===== src/rtl/rotate_pkg.sv =====
// Shared types and defaults for the rotate arbiter and its rotate datapath.
package rotate_pkg;

    localparam int ROT_DATA_W  = 8;
    localparam int ROT_AMT_W   = $clog2(ROT_DATA_W);
    localparam int ROT_COUNT_W = 16;

    typedef enum logic [1:0] {
        IDLE,
        EXEC,
        RESP
    } rot_state_t;

    localparam logic ROT_RIGHT = 1'b0;
    localparam logic ROT_LEFT  = 1'b1;

endpackage


===== src/rtl/rotate_right_stage.sv =====
// Combinational log2 barrel rotator: stage k rotates right by 2^k when i_amt[k] is set.
module rotate_right_stage #(
    parameter int DATA_W = 8,
    parameter int AMT_W  = $clog2(DATA_W)
) (
    input  logic [DATA_W-1:0] i_data,
    input  logic [AMT_W-1:0]  i_amt,
    output logic [DATA_W-1:0] o_data
);

    logic [AMT_W:0][DATA_W-1:0] w_stage;

    assign w_stage[0] = i_data;

    for (genvar k = 0; k < AMT_W; k++) begin : g_stage
        localparam int SH = 1 << k;
        assign w_stage[k+1] = i_amt[k] ? {w_stage[k][SH-1:0], w_stage[k][DATA_W-1:SH]}
                                       : w_stage[k];
    end

    assign o_data = w_stage[AMT_W];

endmodule


===== src/rtl/rotate_arbiter.sv =====
// Round-robin arbiter sharing one rotate datapath between requesters A and B,
// one transaction in flight, with a completed-operation counter.
module rotate_arbiter
    import rotate_pkg::*;
#(
    parameter int DATA_W  = ROT_DATA_W,
    parameter int AMT_W   = $clog2(DATA_W),
    parameter int COUNT_W = ROT_COUNT_W
) (
    input  logic                  clk,
    input  logic                  rst_n,
    input  logic [1:0]            req_valid,
    output logic [1:0]            req_ready,
    input  logic [2*DATA_W-1:0]   req_data,
    input  logic [2*AMT_W-1:0]    req_amt,
    input  logic [1:0]            req_dir,
    output logic                  res_valid,
    input  logic                  res_ready,
    output logic [DATA_W-1:0]     res_data,
    output logic                  res_id,
    output logic [COUNT_W-1:0]    op_count
);

    rot_state_t r_state;
    rot_state_t w_next_state;

    logic               r_favor_b;
    logic [DATA_W-1:0]  r_op_data;
    logic [AMT_W-1:0]   r_op_amt;
    logic               r_op_id;
    logic [DATA_W-1:0]  r_res_data;
    logic               r_res_id;
    logic [COUNT_W-1:0] r_op_count;

    logic               w_grant_id;
    logic               w_accept;
    logic               w_handshake;
    logic [DATA_W-1:0]  w_sel_data;
    logic [AMT_W-1:0]   w_sel_amt;
    logic               w_sel_dir;
    logic [AMT_W-1:0]   w_eff_amt;
    logic [DATA_W-1:0]  w_rot_data;

    // A lone requester wins outright; the pointer only breaks ties.
    assign w_grant_id = (req_valid == 2'b11) ? r_favor_b : req_valid[1];

    assign w_sel_data = w_grant_id ? req_data[2*DATA_W-1:DATA_W] : req_data[DATA_W-1:0];
    assign w_sel_amt  = w_grant_id ? req_amt[2*AMT_W-1:AMT_W]    : req_amt[AMT_W-1:0];
    assign w_sel_dir  = req_dir[w_grant_id];

    // Left by n equals right by (DATA_W - n) mod DATA_W; with DATA_W a power of two that is -n in AMT_W bits.
    assign w_eff_amt = (w_sel_dir == ROT_LEFT) ? ({AMT_W{1'b0}} - w_sel_amt) : w_sel_amt;

    rotate_right_stage #(
        .DATA_W (DATA_W),
        .AMT_W  (AMT_W)
    ) u_rotate (
        .i_data (r_op_data),
        .i_amt  (r_op_amt),
        .o_data (w_rot_data)
    );

    always_ff @(posedge clk or negedge rst_n) begin
        if (!rst_n) begin
            r_state <= IDLE;
        end else begin
            r_state <= w_next_state;
        end
    end

    // The rst_n term keeps req_ready low while reset is held even if requests are pending.
    always_comb begin
        w_next_state = r_state;
        w_accept     = 1'b0;
        w_handshake  = 1'b0;
        req_ready    = 2'b00;
        res_valid    = 1'b0;
        unique case (r_state)
            IDLE: begin
                if (rst_n && (req_valid != 2'b00)) begin
                    w_accept     = 1'b1;
                    req_ready    = w_grant_id ? 2'b10 : 2'b01;
                    w_next_state = EXEC;
                end
            end
            EXEC: begin
                w_next_state = RESP;
            end
            RESP: begin
                res_valid = 1'b1;
                if (res_ready) begin
                    w_handshake  = 1'b1;
                    w_next_state = IDLE;
                end
            end
            default: begin
                w_next_state = IDLE;
            end
        endcase
    end

    always_ff @(posedge clk or negedge rst_n) begin
        if (!rst_n) begin
            r_favor_b  <= 1'b0;
            r_op_data  <= '0;
            r_op_amt   <= '0;
            r_op_id    <= 1'b0;
            r_res_data <= '0;
            r_res_id   <= 1'b0;
            r_op_count <= '0;
        end else begin
            if (w_accept) begin
                r_op_data <= w_sel_data;
                r_op_amt  <= w_eff_amt;
                r_op_id   <= w_grant_id;
            end
            if (r_state == EXEC) begin
                r_res_data <= w_rot_data;
                r_res_id   <= r_op_id;
            end
            if (w_handshake) begin
                r_op_count <= r_op_count + COUNT_W'(1);
                r_favor_b  <= ~r_res_id;
            end
        end
    end

    assign res_data = r_res_data;
    assign res_id   = r_res_id;
    assign op_count = r_op_count;

endmodule

===== config.mk =====
export PLATFORM = sky130hd
export DESIGN_NAME = rotate_arbiter
export DESIGN_NICKNAME = d
export VERILOG_FILES = /design/src/rtl/rotate_pkg.sv /design/src/rtl/rotate_right_stage.sv /design/src/rtl/rotate_arbiter.sv
export SDC_FILE = /design/constraint.sdc
export NUM_CORES = 1
export LEC_CHECK = 0
export BUFFER_PORTS_ARGS = -buffer_cell sky130_fd_sc_hd__buf_2
export CAP_MARGIN = 20
export CELL_PAD_IN_SITES_DETAIL_PLACEMENT = 1
export CELL_PAD_IN_SITES_GLOBAL_PLACEMENT = 1
export CORE_UTILIZATION = 36
export CTS_CLUSTER_DIAMETER = 30
export DETAILED_ROUTE_END_ITERATION = 10
export PLACE_DENSITY = 0.73
export SETUP_SLACK_MARGIN = 0.15
export SYNTH_ARGS = -nofsm -noshare
export SYNTH_HDL_FRONTEND = slang
export SYNTH_SLANG_ARGS = --single-unit
export TNS_END_PERCENT = 30

===== constraint.sdc =====
create_clock -name clk -period 2 [get_ports clk]
set_clock_uncertainty 0.2 [all_clocks]
set_input_delay 0.4 -clock clk [delete_from_list [all_inputs] [get_ports clk]]
set_output_delay 0.4 -clock clk [all_outputs]
set_load 0.02 [all_outputs]

==> results.yml <==
run_status:
  status: "finished, violations left"
  failed_checks: "setup timing"
cts:
  clk_latency_ns: 0.29
  path_clk_slew_ns: 0.08
  tritoncts: "yes"
  cts_made_buffers: 5
  htreeDepth: 2
  clock_sinks: 40
  cts_buffer_depth: 2
  root_buffer: "clkbuf_8"
timing:
  worst_pin_slew_ns: 0.514
  fin_crit_sh_pct: 100
  rsz0062_at_grt: "yes"
  layout_setup_ws_ns: -0.00753
  relSlewSlack_pct: 65.7
  max_freq_ghz: 0.498
  fin_crit_ns: 2.01
  setup_viol: 1
  maxSlewViolCount: 0
  hold_viol_final: 0
setup_path:
  end_kind: "primary output"
  path_class: "reg2out"
  cp-start-kind: "flop"
  crit_arrival_ns: 1.41
  worstPathMaxFanout: 8
  reg2reg_slack_ns: 0.07
  critPathRequiredTime_ns: 1.40
  r2r_cells: 9
logic_synthesis:
  netlist_area_mm2: 0.00212
  synth_area_leaders: "dfrtp_1, xnor2_1, mux2_2"
  synth_edf_count: 0
  synth_top_area_share_pct: 47.1
  yosys_warnings: 0
  synth_seq_cells: 40
  postSynthAreaPerCell_um2: 11.0
  synth_most_common_cell: "dfrtp_1"
  yosysSeqAreaShare_pct: 47.1
  yosys-top-cells-count: "dfrtp_1, nand2_1, o22ai_1, xnor2_1, o31ai_1"
  synthesis.nets: 224
  synth.distinct_cells: 41
  synth-async-reset-ratio_pct: 100
  ys.flop_type: "dfrtp_1"
  synth_cells: 193
  yosysTopAreaCell: "dfrtp_1"
power:
  power_mw: 3.40
  cellPowerDensity_mw_per_mm2: 1250
  peakVddDrop_uv: 439
  p_leak_nw: 1.34
grt:
  first_global_vias: 1755
  grt_use_total_pct: 18.0
  globalRoute.totalOverflow: 0
  grt_pass1_wl_um: 8630
  grt_max_degree: 41
  antenna_found_initial: 0
routing:
  routed_via_density: 5.29
  vias: 1757
  drt_iter0_drc: 73
  drtPass1Iterations: 4
  wl_per_cell_um: 15.8
  routed_wl_um: 5240
  route.detailed.drc: 0
  ant_nets: 0
layout:
  synthToLayoutAreaGrowth_pct: 28.2
  layout-drive-gt1-share_pct: 42.3
  antenna_cells: 0
  layout.nets: 291
  final_util_pct: 48.5
floorplan:
  io-pin-count: 57
  die_area_mm2: 0.00621
  fp.dieH_um: 78.8
  start_util_pct: 37.9
  core-area_mm2: 0.00561
  die_w_um: 78.8
  core.rowCount: 27
place:
  numPortBuffers: 56
  gp_routability_congestion: 0.756
  dpl.hpwl_um: 3830
min_path:
  min_path_type: "in2reg"
  hold_depth: 2
flow_run:
  drv_cap: 0
-- stage by stage --
step / setup TNS (ns) / std cells / cell area (um2) / hold WS [ns] / worst slack [ns]
2_1_floorplan: 0 / 193 / 2150 / -0.0956 / 0.151
3_3_place_gp: 0 / 319 / 2510 / 0.254 / 0.0740
3_5_place_dp: -0.0909 / 319 / 2510 / 0.256 / -0.0909
4_1_cts: -0.0145 / 331 / 2700 / 0.130 / -0.0145
5_1_grt: -0.168 / 332 / 2720 / 0.150 / -0.0697
6_report: -0.00753 / 332 / 2720 / 0.134 / -0.00753
-- logic make-up after synthesis --
| logic type | Yosys count | share of synthesized area, % |
|---|---|---|
| DFF | 40 | 47.1 |
| AOI/OAI and AO/OA | 43 | 14.5 |
| buffers and inverters | 14 | 3.36 |
| xor gates and xnor gates | 17 | 7.01 |
| muxes | 12 | 6.18 |
| adders and majority gates | 2 | 1.18 |
| and+or+nand+nor | 65 | 20.7 |
-- repair_timing --
action / CTS / global route
gates cloned: 0 / 0
hold buffers: 1 / 0
setup endpoints to repair: 5 / 5
pin swaps: 4 / 8
hold endpoints to repair: 40 / 0
gates resized for setup: 13 / 3
buffers inserted: 4 / 1
-- critical path, cell delays in order, from the launching register on --
cell	delay, ns
dfrtp_1	0.41
nor2b_4	0.14
nand2b_4	0.18
buf_6	0.13
and2_4	0.14
buf_6	0.11
-- cell usage in the layout (no fill, tap or decap), types with 5 or more instances in the layout --
master and count:
xnor2_1 10, a221o_1 8, clkbuf_8 7, o22ai_1 16
nand2_1 22, o21ai_0 5, and3_1 9, xor2_1 5
buf_6 5, o31ai_1 10, buf_2 54, buf_4 8
dfrtp_1 40, mux2_2 9
-- state kept, by name, indices dropped and copies added (netlist names) --
| signal | cells |
|---|---|
| op_count | 16 |
| r_favor_b | 1 |
| r_op_amt | 3 |
| r_op_data | 8 |
| r_op_id | 1 |
| r_state | 2 |
| res_data | 8 |
| res_id | 1 |
-- layer usage --
metal	global-route usage, %	part of all wire (%)	vias to the layer above
met2	30.5	51	38
met4	5.45	1.3	0
met3	2.99	3.2	7
li1	-	-	841
met1	23.5	44	871
met5	0	0	-
-- cell type report --
cell class              instances  area (um2)
fillers                       654        2890
multi-input cells             139        1100
repair buffers                 69         412
inverters                       5        21.3
well taps                      72        90.1
flip-flops and latches         40        1000
clock buffers                   7        96.3
-- final timing paths --
path | from | endpoint
worst max-delay path | r_favor_b$_DFFE_PN0P_ | req_ready[0]
worst min-delay path | req_data[13] | r_op_data[5]$_DFFE_PN0P_
worst max register to register | r_favor_b$_DFFE_PN0P_ | r_op_amt[2]$_DFFE_PN0P_
worst min register to register | op_count[15]$_DFFE_PN0P_ | op_count[15]$_DFFE_PN0P_
max in group asynchronous | rst_n | op_count[10]$_DFFE_PN0P_
min in group asynchronous | rst_n | r_favor_b$_DFFE_PN0P_
-- report_power, final --
group	leakage (nW)	switching (mW)	total [mW]	internal [mW]
sequential	0.505	0.249	1.31	1.06
combinational	0.784	0.804	1.49	0.687
clock	0.0503	0.285	0.592	0.308
total	1.34	1.34	3.40	2.06
Note: power is estimated with default switching activity, not from simulation.
